File: config.mk
export PLATFORM = sky130hd
export DESIGN_NAME = store_buffer
export DESIGN_NICKNAME = d
export VERILOG_FILES = /design/src/rtl/cpu_mem_pkg.sv /design/src/rtl/store_buffer_fwd.sv /design/src/rtl/store_buffer.sv
export SDC_FILE = /design/constraint.sdc
export NUM_CORES = 1
export LEC_CHECK = 0
export ABC_AREA = 1
export CAP_MARGIN = 10
export CORE_UTILIZATION = 55
export CTS_CLUSTER_DIAMETER = 30
export DETAILED_ROUTE_END_ITERATION = 8
export PLACE_DENSITY_LB_ADDON = 0.12
export SLEW_MARGIN = 20
export SYNTH_ARGS = -nofsm -noshare
export SYNTH_HDL_FRONTEND = slang
export SYNTH_HIERARCHICAL = 1
export SYNTH_SLANG_ARGS = --single-unit
File: constraint.sdc
create_clock -name clk -period 4.7 [get_ports clk]
set_input_delay 0.47 -clock clk [delete_from_list [all_inputs] [get_ports clk]]
set_output_delay 0.47 -clock clk [all_outputs]
set_load 0.03 [all_outputs]
File: src/rtl/cpu_mem_pkg.sv
// Shared memory-side definitions for the CPU data path.
// Default widths/depth and the store-buffer entry layout.
package cpu_mem_pkg;

    localparam int CPU_AW   = 32;
    localparam int CPU_DW   = 32;
    localparam int SB_DEPTH = 4;

    typedef struct packed {
        logic [CPU_AW-1:0] addr;
        logic [CPU_DW-1:0] data;
    } sb_entry_t;

endpackage

File: src/rtl/store_buffer_fwd.sv
// Priority matcher for store-to-load forwarding.
// Returns the youngest valid entry whose address equals the load address.
module store_buffer_fwd
    import cpu_mem_pkg::*;
#(
    parameter int DEPTH = SB_DEPTH,
    parameter int AW    = CPU_AW,
    parameter int DW    = CPU_DW,
    parameter int PW    = (DEPTH > 1) ? $clog2(DEPTH) : 1
) (
    input  logic [DEPTH-1:0][AW-1:0] i_addr,
    input  logic [DEPTH-1:0][DW-1:0] i_data,
    input  logic [DEPTH-1:0]         i_valid,
    input  logic [PW-1:0]            i_tail,
    input  logic [AW-1:0]            i_ld_addr,
    output logic                     o_hit,
    output logic [DW-1:0]            o_data
);

    // Walk from oldest (tail-DEPTH) to youngest (tail-1); later matches override.
    always_comb begin
        o_hit  = 1'b0;
        o_data = '0;
        for (int k = DEPTH; k >= 1; k--) begin
            logic [PW-1:0] w_idx;
            w_idx = i_tail - PW'(k);
            if (i_valid[w_idx] && (i_addr[w_idx] == i_ld_addr)) begin
                o_hit  = 1'b1;
                o_data = i_data[w_idx];
            end
        end
    end

endmodule

File: src/rtl/store_buffer.sv
// Posted-store FIFO between EX/MEM and data memory.
// Drains one store per idle memory cycle and forwards buffered data to loads.
module store_buffer
    import cpu_mem_pkg::*;
#(
    parameter int DEPTH = SB_DEPTH,
    parameter int AW    = CPU_AW,
    parameter int DW    = CPU_DW
) (
    input  logic          clk,
    input  logic          reset,
    input  logic          st_valid,
    input  logic [AW-1:0] st_addr,
    input  logic [DW-1:0] st_data,
    output logic          st_ready,
    input  logic [AW-1:0] ld_addr,
    input  logic          ld_valid,
    output logic          ld_hit,
    output logic [DW-1:0] ld_data,
    input  logic          mem_busy,
    output logic          mem_write,
    output logic [AW-1:0] mem_address,
    output logic [DW-1:0] mem_write_data,
    output logic          sb_empty
);

    localparam int PW = (DEPTH > 1) ? $clog2(DEPTH) : 1;
    localparam int CW = $clog2(DEPTH + 1);

    logic [DEPTH-1:0][AW-1:0] r_addr;
    logic [DEPTH-1:0][DW-1:0] r_data;
    logic [PW-1:0]            r_head;
    logic [PW-1:0]            r_tail;
    logic [CW-1:0]            r_count;

    logic                     w_full;
    logic                     w_empty;
    logic                     w_push;
    logic                     w_drain;
    logic [DEPTH-1:0]         w_valid;
    logic                     w_fwd_hit;
    logic [DW-1:0]            w_fwd_data;

    assign w_full  = (r_count == CW'(DEPTH));
    assign w_empty = (r_count == '0);

    // Reset forces the idle view on the outputs even if stale state is pending.
    assign st_ready = reset || !w_full;
    assign sb_empty = reset || w_empty;

    assign w_push  = st_valid && !w_full && !reset;
    assign w_drain = !reset && !w_empty && !mem_busy;

    assign mem_write      = w_drain;
    assign mem_address    = r_addr[r_head];
    assign mem_write_data = r_data[r_head];

    always_ff @(posedge clk) begin
        if (reset) begin
            r_head  <= '0;
            r_tail  <= '0;
            r_count <= '0;
        end else begin
            if (w_push)
                r_tail <= r_tail + 1'b1;
            if (w_drain)
                r_head <= r_head + 1'b1;
            case ({w_push, w_drain})
                2'b10:   r_count <= r_count + 1'b1;
                2'b01:   r_count <= r_count - 1'b1;
                default: r_count <= r_count;
            endcase
        end
    end

    // Entry storage needs no reset; validity comes from head/count.
    always_ff @(posedge clk) begin
        if (w_push) begin
            r_addr[r_tail] <= st_addr;
            r_data[r_tail] <= st_data;
        end
    end

    // Entry i is live when its distance from head is below count.
    always_comb begin
        w_valid = '0;
        for (int i = 0; i < DEPTH; i++) begin
            logic [PW-1:0] w_off;
            w_off      = PW'(i) - r_head;
            w_valid[i] = (CW'(w_off) < r_count);
        end
    end

    store_buffer_fwd #(
        .DEPTH (DEPTH),
        .AW    (AW),
        .DW    (DW),
        .PW    (PW)
    ) u_fwd (
        .i_addr    (r_addr),
        .i_data    (r_data),
        .i_valid   (w_valid),
        .i_tail    (r_tail),
        .i_ld_addr (ld_addr),
        .o_hit     (w_fwd_hit),
        .o_data    (w_fwd_data)
    );

    assign ld_hit  = ld_valid && w_fwd_hit && !reset;
    assign ld_data = ld_hit ? w_fwd_data : '0;

endmodule

**Word-level counts from Yosys, hierarchy flattened**

Index checks and enable logic that the tools add are counted.

- Output and inout port bits: 100
- Bits in registers: 263
- Input bits: 101
- Word-level logic and storage cells: 100

- Order comparisons: 10
- Mux-type cells: 42
- Add/subtract/negate cells: 11
- Equal/unequal tests: 7
- Reductions and logical operators: 19

Operator list:

| kind | number |
|---|---|
| $bmux 32 s2 | 10 |
| $mux 32 | 16 |
| $bwmux 128 | 2 |
| $eq 32x32->1 | 4 |
| $demux 32 s2 | 1 |
| $lt 2x3->1 const B | 5 |
| $lt 2x3->1 | 4 |
| $logic_and 1x1->1 | 11 |
| $bmux 1 s2 | 4 |
| $mux 1 | 8 |
| $pmux 3 s2 | 1 |
| $add 2x1->2 const B | 2 |
| $logic_not 1->1 | 4 |
| $sub 1x2->2 const A | 2 |
| $sub 2x2->2 const A | 2 |
| $sub 2x2->2 const B | 2 |
| $add 3x1->3 const B | 1 |
| $eq 3x3->1 const B | 1 |
| $logic_not 3->1 | 1 |
| $sub 3x1->3 const B | 1 |
| $eq 2x1->1 const B | 1 |
| $eq 2x2->1 const B | 1 |
| $ge 2x1->1 const B | 1 |
| $logic_or 1x1->1 | 2 |
| 2 further kinds | 2 |

**Logic depth before layout (Yosys ltp)**

Gate-level depths: netlist of run 1.

- Depth after elaboration: 12
- Gate-level depth with buffers: 25

**Hierarchy**

The synthesis of run 1 kept the hierarchy.

Modules (own cells, without submodules):

| module | cells each | area an instance (um^2) | times used |
|---|---|---|---|
| store_buffer | 699 | 9944.5 | 1 |
| store_buffer_fwd | 1987 | 9521.6 | 1 |

**Worst setup path before layout of run 1**

Ideal clock, no wire load.

- Kind: input-to-reg
- From: input reset
- To: register r_addr[0] (netlist bit), enable pin
- Cell stages on the path: 4
- Arrival: 3.691 ns
- Setup time: 0.487 ns
- Buffers on the path: 1
- Slack: 0.522 ns
- Required time: 4.213 ns
- Cells stage by stage: inv_1 clkbuf_1 nand3_1 nor2_1

- Word-level cells in the longest chain between the ends: 2

RTL lines:

| what | line | RTL |
|---|---|---|
| start, declared | store_buffer.sv:11 | `input logic reset,` |
| $logic_not 1->1 | store_buffer.sv:51 | `assign w_push = st_valid && !w_full && !reset;` |
| $logic_and 1x1->1 | store_buffer.sv:51 |  |
| end signal, assigned by index | store_buffer.sv:79 | `r_addr[r_tail] <= st_addr;` |
| end, declared | store_buffer.sv:30 | `logic [DEPTH-1:0][AW-1:0] r_addr;` |

No other way between the ends.
A chain may end at the register's enable or synchronous reset.

**Worst setup path in the final report of run 1**

- From: register r_tail[0]
- To: output ld_data[28]

RTL lines:

| what | line | RTL |
|---|---|---|
| start, declared | store_buffer.sv:33 | `logic [PW-1:0] r_tail;` |
| start signal, assigned | store_buffer.sv:65 | `r_tail <= r_tail + 1'b1;` |
| $sub 2x2->2 or $bmux 32 s2 (tied branches) | store_buffer_fwd.sv:26, store_buffer_fwd.sv:27 |  |
| $bmux 32 s2 or $mux 32 (tied branches) | store_buffer_fwd.sv:27 | `if (i_valid[w_idx] && (i_addr[w_idx] == i_ld_addr)) begin` |
| $mux 32 (not written as such) or $eq 32x32->1 (tied branches) | store_buffer_fwd.sv:27 |  |
| $eq 32x32->1 or $logic_and 1x1->1 (tied branches) | store_buffer_fwd.sv:27 |  |
| $logic_and 1x1->1 or $mux 32 (tied branches) | store_buffer_fwd.sv:27 |  |
| $mux 32 (2 in series) | store_buffer_fwd.sv:27 |  |
| $mux 32 * | store_buffer_fwd.sv:27 |  |
| net w_fwd_data[28] | store_buffer.sv:42 | `logic [DW-1:0] w_fwd_data;` |
| $mux 32 * | store_buffer.sv:110 | `assign ld_data = ld_hit ? w_fwd_data : '0;` |
| end, declared | store_buffer.sv:19 | `output logic [DW-1:0] ld_data,` |

The timed path passes the listed nets; every way through them passes the cells marked *. The select of a mux whose other input is x is not followed.

==> flow_metrics.py, run 1 <==
metrics = {
    "run_status": {
        "status": "complete, no violations",
    },
    "routing": {
        "drt-total-wl_um": 62980,
        "routed_wire_length_per_instance_um": 18.91,
        "firstDrtPassIters": 6,
        "drt_iter0_markers": 2341,
        "drcViolationCount": 0,
        "num_vias": 19650,
        "via_density": 5.902,
        "drt.antenna.violating_nets": 0,
    },
    "worst_setup_path": {
        "crit_start": "r_tail[0]$_SDFFE_PP0P_",
        "timing.critical_path.mode_cell": "sky130_fd_sc_hd__nand2_1",
        "required_ns": 4.23,
        "crit_arrival_ns": 4.03,
        "r2r.worst_path.cells": 6,
        "critical_path.n_buffers_inverters": 5,
        "crit_slowest_cell": "sky130_fd_sc_hd__dfxtp_4",
        "startpoint_to_endpoint_class_of_the_critical_path": "flop to primary output",
        "r2r_start": "r_tail[0]$_SDFFE_PP0P_",
        "worst_path_largest_cell_delay_ns": 0.42,
        "cp_num_cells": 20,
        "timing.reg2reg.setup_slack_ns": 1.64,
        "worstSetupStartpointType": "flop",
        "crit_path_end_kind": "primary output",
        "endpoint": "ld_data[28]",
        "reg2reg_to": "r_addr[55]$_DFFE_PP_",
        "cp_max_fo": 41,
        "crit_path_cell_trace": "inv_2, nand2_1, nand2_8, buf_4, nand2_1, nand3_1, nand2_1, nor2_1, nand2_1, nor2_1, nand2_1, nor2_4, nand2_2, buf_4, nand2_1, nand3_1, a21oi_1, inv_1, nor2_1, buf_4",
        "critical_path.top_delay_family": "simple AND/OR/NAND/NOR gates",
    },
    "timing": {
        "setup_viol_count_final": 0,
        "rsz0062_at_grt": "false",
        "report.final.hold_viol_count": 0,
        "setup_total_negative_slack_ns": 0,
        "tightest_pin_transition_ns": 1.089,
        "finalWorstPathRequiredPeriod_ns": 4.499,
        "final_max_slew_viol_count": 0,
        "clock.fmax_mhz": 222.3,
        "skew_ns": 0.01286,
        "slew_headroom_pct": 27.43,
        "final.period_utilization_pct": 95.72,
    },
    "die": {
        "boundaryPins": 201,
        "start_util_pct": 56.08,
        "die_w_um": 190.1,
        "die_area_mm2": 0.03615,
        "row_count": 68,
        "design.core.area_mm2": 0.03471,
        "die_y_um": 190.1,
    },
    "clocking": {
        "clock_tree_from_tritoncts": "built",
        "worstSkewPairLatency_ns": 0.60,
        "clock_tree.root_cell": "sky130_fd_sc_hd__clkbuf_16",
        "clkSinkCount": 263,
        "htree_levels": 2,
        "post-cts-setup-buffers": 0,
        "inserted_clock_buffers": 57,
        "clk_path_buf_depth": 3,
        "cts_hold_buffers": 0,
        "worst_setup_hold_path_clk_slew_ns": 0.05,
        "post_cts.resized_instances": 0,
    },
    "grt": {
        "grt_most_used_layer": "met2",
        "met3_demand_to_capacity_share_in_global_routing_pct": 6.530,
        "initial_antenna_violation_count": 3,
        "grt-ovfl-total": 0,
        "track_usage_pct": 34.42,
        "groute.layer.met1.usage_pct": 46.59,
        "grtUsageMet2_pct": 54.13,
        "grt_start_max_net_pins": 129,
        "grt_pass1_wl_um": 96500,
        "first_global_vias": 18220,
    },
    "finish": {
        "nets": 2935,
        "syn_to_final_growth_pct": 20.99,
        "share_of_final_layout_standard_cells_stronger_than_drive_strength_1_pct": 7.205,
        "stdcell_area_mm2": 0.02355,
    },
    "power_and_ir_drop": {
        "design_power_total_mw": 9.100,
        "power_leakage_nw": 9.809,
        "irDropWorstVdd_mv": 0.4690,
        "cellPowerDensity_mw_per_mm2": 386.4,
    },
    "worst_hold_path": {
        "hold-path-cell-count": 1,
        "hp-class": "primary input to flop",
    },
    "yosys": {
        "synthCells": 2686,
        "netlist_area_mm2": 0.01947,
        "synth_nets": 2797,
        "synthesis_stage_register_bit_count": 263,
        "yosysUniqueCellTypes": 29,
        "synth_seq_area_share_pct": 40.21,
        "synth_area_per_cell_um2": 7.247,
        "ys_warn_count": 6,
    },
    "place": {
        "globalplace.congestion": 0.9437,
        "detailed_place.area_mm2": 0.02148,
        "detailed_placement_hpwl_um": 40840,
        "port_buffers": 200,
    },
    "job": {
        "cap_viol_max_count": 0,
    },
}
==> registers in the layout (all words and copies together), names as in the netlist <==
name and flops:
r_addr 128, r_count 3, r_data 128, r_head 2
r_tail 2
==> worst min-delay path by stage <==
stage                                   end  slack (ns)                    start
floorplan            r_head[0]$_SDFFE_PP0P_        0.52   r_head[0]$_SDFFE_PP0P_
global placement    r_count[1]$_SDFFE_PP0P_        0.55  r_count[1]$_SDFFE_PP0P_
detailed placement  r_count[1]$_SDFFE_PP0P_        0.57  r_count[1]$_SDFFE_PP0P_
CTS                     r_data[8]$_DFFE_PP_        0.48               st_data[8]
global route            r_data[8]$_DFFE_PP_        0.50               st_data[8]
finish                  r_data[8]$_DFFE_PP_        0.50               st_data[8]
==> logic make-up (layout without fill, tap and decap cells) <==
logic type	count (synthesis)	count (layout)	synth area share [%]
xor gates and xnor gates	25	25	1.125
buffers and inverters	349	536	8.311
AOI/OAI and AO/OA	357	357	10.25
and+or+nand+nor	1554	1554	32.84
muxes	128	128	6.582
adders and majority gates	10	10	0.6813
other	0	2	0
DFF	263	263	40.21
==> synth_stat cells <==
| cell | count | area, µm² |
|---|---|---|
| sky130_fd_sc_hd__nand2_1 | 985 | 3697 |
| sky130_fd_sc_hd__nand3_1 | 343 | 1717 |
| sky130_fd_sc_hd__edfxtp_1 | 256 | 7687 |
| sky130_fd_sc_hd__o21ai_0 | 191 | 955.9 |
| sky130_fd_sc_hd__inv_1 | 182 | 683.2 |
| sky130_fd_sc_hd__nor2_1 | 169 | 634.4 |
| sky130_fd_sc_hd__mux2i_1 | 128 | 1281 |
| sky130_fd_sc_hd__buf_2 | 90 | 450.4 |
| sky130_fd_sc_hd__a22oi_1 | 63 | 473.0 |
| sky130_fd_sc_hd__a21oi_1 | 44 | 220.2 |
| sky130_fd_sc_hd__o21ai_1 | 39 | 195.2 |
| sky130_fd_sc_hd__nor3_1 | 36 | 180.2 |
| sky130_fd_sc_hd__clkbuf_1 | 32 | 120.1 |
| sky130_fd_sc_hd__xor2_1 | 25 | 219.0 |
| sky130_fd_sc_hd__buf_6 | 21 | 236.5 |
| sky130_fd_sc_hd__o211ai_1 | 20 | 150.1 |
| sky130_fd_sc_hd__buf_1 | 10 | 37.54 |
| sky130_fd_sc_hd__buf_4 | 10 | 75.07 |
| sky130_fd_sc_hd__ha_1 | 9 | 112.6 |
| sky130_fd_sc_hd__dfxtp_1 | 7 | 140.1 |
| sky130_fd_sc_hd__nand4_1 | 6 | 37.54 |
| sky130_fd_sc_hd__nor2_4 | 6 | 67.56 |
| sky130_fd_sc_hd__inv_2 | 4 | 15.01 |
| sky130_fd_sc_hd__or2_2 | 3 | 18.77 |
| sky130_fd_sc_hd__and2_1 | 2 | 12.51 |
| sky130_fd_sc_hd__nand2_2 | 2 | 12.51 |
| sky130_fd_sc_hd__fa_1 | 1 | 20.02 |
| sky130_fd_sc_hd__nand3_2 | 1 | 10.01 |
| sky130_fd_sc_hd__nor2_2 | 1 | 6.260 |
==> cell type report <==
| type | instances | area [µm²] |
|---|---|---|
| fill | 2881 | 11160 |
| timing repair buffer | 242 | 2362 |
| inverter | 186 | 698.2 |
| clock buffer | 63 | 1480 |
| tap | 455 | 569.3 |
| multi-input combinational | 2074 | 10090 |
| clock inverter | 45 | 513.0 |
| sequential | 263 | 7838 |
| antenna | 2 | 5.005 |
==> routing by layer <==
| layer | vias to the layer above | routed length [µm] | part of all wire (%) |
|---|---|---|---|
| li1 | 9308 | - | - |
| met1 | 9046 | 25700 | 41 |
| met2 | 1144 | 28190 | 45 |
| met3 | 154 | 7108 | 11 |
| met4 | 2 | 1982 | 3.1 |
| met5 | - | 8 | 0.013 |
==> report_power, final <==
group	internal [mW]	total (mW)	leakage, nW	switching [mW]
registers	2.66	2.72	2.38	0.0573
clock network	2.68	4.04	0.965	1.36
logic	0.798	2.34	6.46	1.55
==> through the flow <==
stage,instances,hold WS (ns),utilization (%),worst slack [ns]
4_1_cts,3328,0.4815,67.61,0.05751
3_3_place_gp,3220,0.5503,61.87,0.6544
2_1_floorplan,2686,0.5163,-,0.5221
5_1_grt,3329,0.4960,67.84,0.001876
6_report,3330,0.5029,67.85,0.2013
3_5_place_dp,3220,0.5686,61.87,0.6926
==> cells in the final DEF, fill, tap and decap left out, types with 15 or more instances in the layout <==
cell type,Yosys,final
sky130_fd_sc_hd__edfxtp_1,256,256
sky130_fd_sc_hd__o21ai_1,39,44
sky130_fd_sc_hd__clkinv_4,0,15
sky130_fd_sc_hd__nor3_1,36,36
sky130_fd_sc_hd__a21oi_1,44,44
sky130_fd_sc_hd__o21ai_0,191,186
sky130_fd_sc_hd__nand3_1,343,342
sky130_fd_sc_hd__buf_4,10,62
sky130_fd_sc_hd__a22oi_1,63,63
sky130_fd_sc_hd__inv_1,182,181
sky130_fd_sc_hd__clkdlybuf4s50_1,0,167
sky130_fd_sc_hd__xor2_1,25,25
sky130_fd_sc_hd__nand2_1,985,984
sky130_fd_sc_hd__clkbuf_16,0,58
sky130_fd_sc_hd__nor2_1,169,161
sky130_fd_sc_hd__mux2i_1,128,128
sky130_fd_sc_hd__o211ai_1,20,20
No activity file was read; power rests on OpenSTA's default activity.
==> run 2: changes to the inputs <==
- CORE_UTILIZATION: 55 -> 45
- MAX_ROUTING_LAYER: unset -> met4
==> run 2 against run 1 <==
  * Design area rose by 2.2%
  * Sequential power barely moved
  * Clock-buffer cell count rose by 19
  * Die area rose by 22%
  * Setup slack improved by 0.031 ns
  * Global-route usage fell by 4.6 points
  * Non-clock buffer count rose by 4
  * Register-to-register slack barely moved
  * Sequential share of layout area fell by 0.71 points
  * Critical path type unchanged
  * Largest power group unchanged
==> flow_metrics.py, run 2 (synthesized netlist as in run 1, its figures left out) <==
metrics = {
    "finish": {
        "fillerInstances": 3866,
        "nets": 2950,
        "finalCoreUtilization_pct": 56.86,
        "share_of_final_layout_standard_cells_stronger_than_drive_strength_1_pct": 7.368,
        "layout_commonest_cell": "sky130_fd_sc_hd__nand2_1",
        "layout.cells.most_common_list": "sky130_fd_sc_hd__nand2_1, sky130_fd_sc_hd__nand3_1, sky130_fd_sc_hd__edfxtp_1, sky130_fd_sc_hd__o21ai_0, sky130_fd_sc_hd__inv_1",
        "syn_to_final_growth_pct": 23.63,
        "layout_top_registers": "r_addr: 128 flops, r_data: 128 flops, r_count: 3 flops",
    },
    "timing": {
        "clock.fmax_mhz": 223.8,
        "tightest_pin_transition_ns": 1.025,
        "slew_headroom_pct": 31.64,
        "final.period_utilization_pct": 95.06,
        "final_max_slew_viol_count": 0,
        "setup_viol_count_final": 0,
        "report.final.hold_viol_count": 0,
        "skew_ns": 0.02442,
        "setup_total_negative_slack_ns": 0,
        "finalWorstPathRequiredPeriod_ns": 4.468,
        "rsz0062_at_grt": "false",
    },
    "routing": {
        "via_density": 5.548,
        "drt-total-wl_um": 64180,
        "drt_iter0_markers": 1867,
        "drcViolationCount": 0,
        "drt.antenna.violating_nets": 0,
        "routed_wire_length_per_instance_um": 18.48,
        "num_vias": 19270,
        "firstDrtPassIters": 6,
    },
    "place": {
        "globalplace.congestion": 0.9792,
        "port_buffers": 200,
        "detailed_placement_hpwl_um": 43090,
    },
    "clocking": {
        "post-cts-setup-buffers": 0,
        "worstSkewPairLatency_ns": 0.58,
        "clock_tree_from_tritoncts": "built",
        "clkSinkCount": 263,
        "clock_tree.root_cell": "sky130_fd_sc_hd__clkbuf_16",
        "htree_levels": 3,
        "worst_setup_hold_path_clk_slew_ns": 0.04,
        "clk_path_buf_depth": 3,
        "inserted_clock_buffers": 68,
    },
    "worst_setup_path": {
        "crit_arrival_ns": 4.00,
        "required_ns": 4.23,
        "crit_path_end_kind": "primary output",
        "worstSetupStartpointType": "flop",
        "startpoint_to_endpoint_class_of_the_critical_path": "flop to primary output",
        "cp_max_fo": 47,
    },
    "power_and_ir_drop": {
        "power_leakage_nw": 9.980,
        "irDropWorstVdd_mv": 0.2973,
        "cellPowerDensity_mw_per_mm2": 405.0,
    },
    "run_status": {
        "status": "complete, no violations",
    },
    "grt": {
        "grt_start_max_net_pins": 139,
        "track_usage_pct": 29.87,
        "grt-ovfl-total": 0,
        "initial_antenna_violation_count": 5,
        "grt_pass1_wl_um": 98540,
        "first_global_vias": 18100,
    },
    "worst_hold_path": {
        "hp-class": "primary input to flop",
    },
    "die": {
        "die_w_um": 210.0,
        "row_count": 75,
        "start_util_pct": 46.00,
        "design.core.area_mm2": 0.04232,
        "die_area_mm2": 0.04409,
        "boundaryPins": 201,
        "die_y_um": 210.0,
    },
    "job": {
        "cap_viol_max_count": 0,
    },
}
-- run 2: worst paths after layout --
path / start / to / slack [ns] / cells after the start
max: r_tail[0]$_SDFFE_PP0P_ / ld_data[5] / 0.23 / 18
min reg2reg: r_head[0]$_SDFFE_PP0P_ / r_head[0]$_SDFFE_PP0P_ / 0.57 / 3
min: st_data[22] / r_data[54]$_DFFE_PP_ / 0.52 / 1
max reg2reg: r_tail[1]$_SDFFE_PP0P_ / r_data[73]$_DFFE_PP_ / 1.64 / 6
-- run 2: cell type report --
type	count	area, µm²	area share (%)
Tap cell	577	721.9	3.000
Timing Repair Buffer	246	2376	9.873
Sequential cell	263	7838	32.57
Clock inverter	40	514.2	2.137
Clock buffer	82	1797	7.466
Antenna cell	5	12.51	0.05199
Inverter	186	700.7	2.912
Multi-Input combinational cell	2074	10110	41.99
-- run 2: power breakdown --
part | total (mW) | internal (mW) | switching (mW)
Clock | 4.68 | 3.30 | 1.39
Sequential | 2.72 | 2.67 | 0.0563
Combinational | 2.34 | 0.802 | 1.54
Total | 9.75 | 6.77 | 2.98
-- run 2: critical path, cell delays in order (launching register included) --
cell and delay (ns):
sky130_fd_sc_hd__dfxtp_4 0.40, sky130_fd_sc_hd__buf_6 0.31, sky130_fd_sc_hd__nand2_1 0.15, sky130_fd_sc_hd__nand2_4 0.23, sky130_fd_sc_hd__buf_4 0.29, sky130_fd_sc_hd__nand2_1 0.07, sky130_fd_sc_hd__o21ai_0 0.10, sky130_fd_sc_hd__xor2_1 0.19
sky130_fd_sc_hd__nand2_1 0.07, sky130_fd_sc_hd__nor2_1 0.23, sky130_fd_sc_hd__nand2_1 0.14, sky130_fd_sc_hd__nor2_4 0.12, sky130_fd_sc_hd__buf_4 0.43, sky130_fd_sc_hd__nand3_1 0.15, sky130_fd_sc_hd__nand3_1 0.12, sky130_fd_sc_hd__a21oi_1 0.07
sky130_fd_sc_hd__inv_1 0.06, sky130_fd_sc_hd__nor2_1 0.06, sky130_fd_sc_hd__buf_4 0.19
-- run 2: what timing repair did --
action,in CTS,in global routing
resized for setup,4,25
setup endpoints to repair,32,33
pin swaps,0,1
hold buffers,0,0
-- run 2: metrics by stage --
step / instances / hold WS, ns / total power, mW / worst slack, ns / cell area (µm²)
2_1_floorplan: 2686 / 0.5163 / 4.276 / 0.5221 / 19470
3_3_place_gp: 3346 / 0.5447 / 5.021 / 0.5019 / 21650
3_5_place_dp: 3346 / 0.5583 / 5.053 / 0.4447 / 21650
4_1_cts: 3468 / 0.4957 / 9.747 / 0.02412 / 23970
5_1_grt: 3473 / 0.5268 / 10.13 / 0.003326 / 24070
6_report: 3473 / 0.5168 / 9.746 / 0.2323 / 24070
-- run 2: routing by layer --
layer	global-route usage [%]	wire length (µm)	part of all wire (%)
met5	-	0	0
met4	11.02	1555	2.4
met2	45.80	28830	45
met3	4.708	5204	8.1
met1	39.97	28580	45
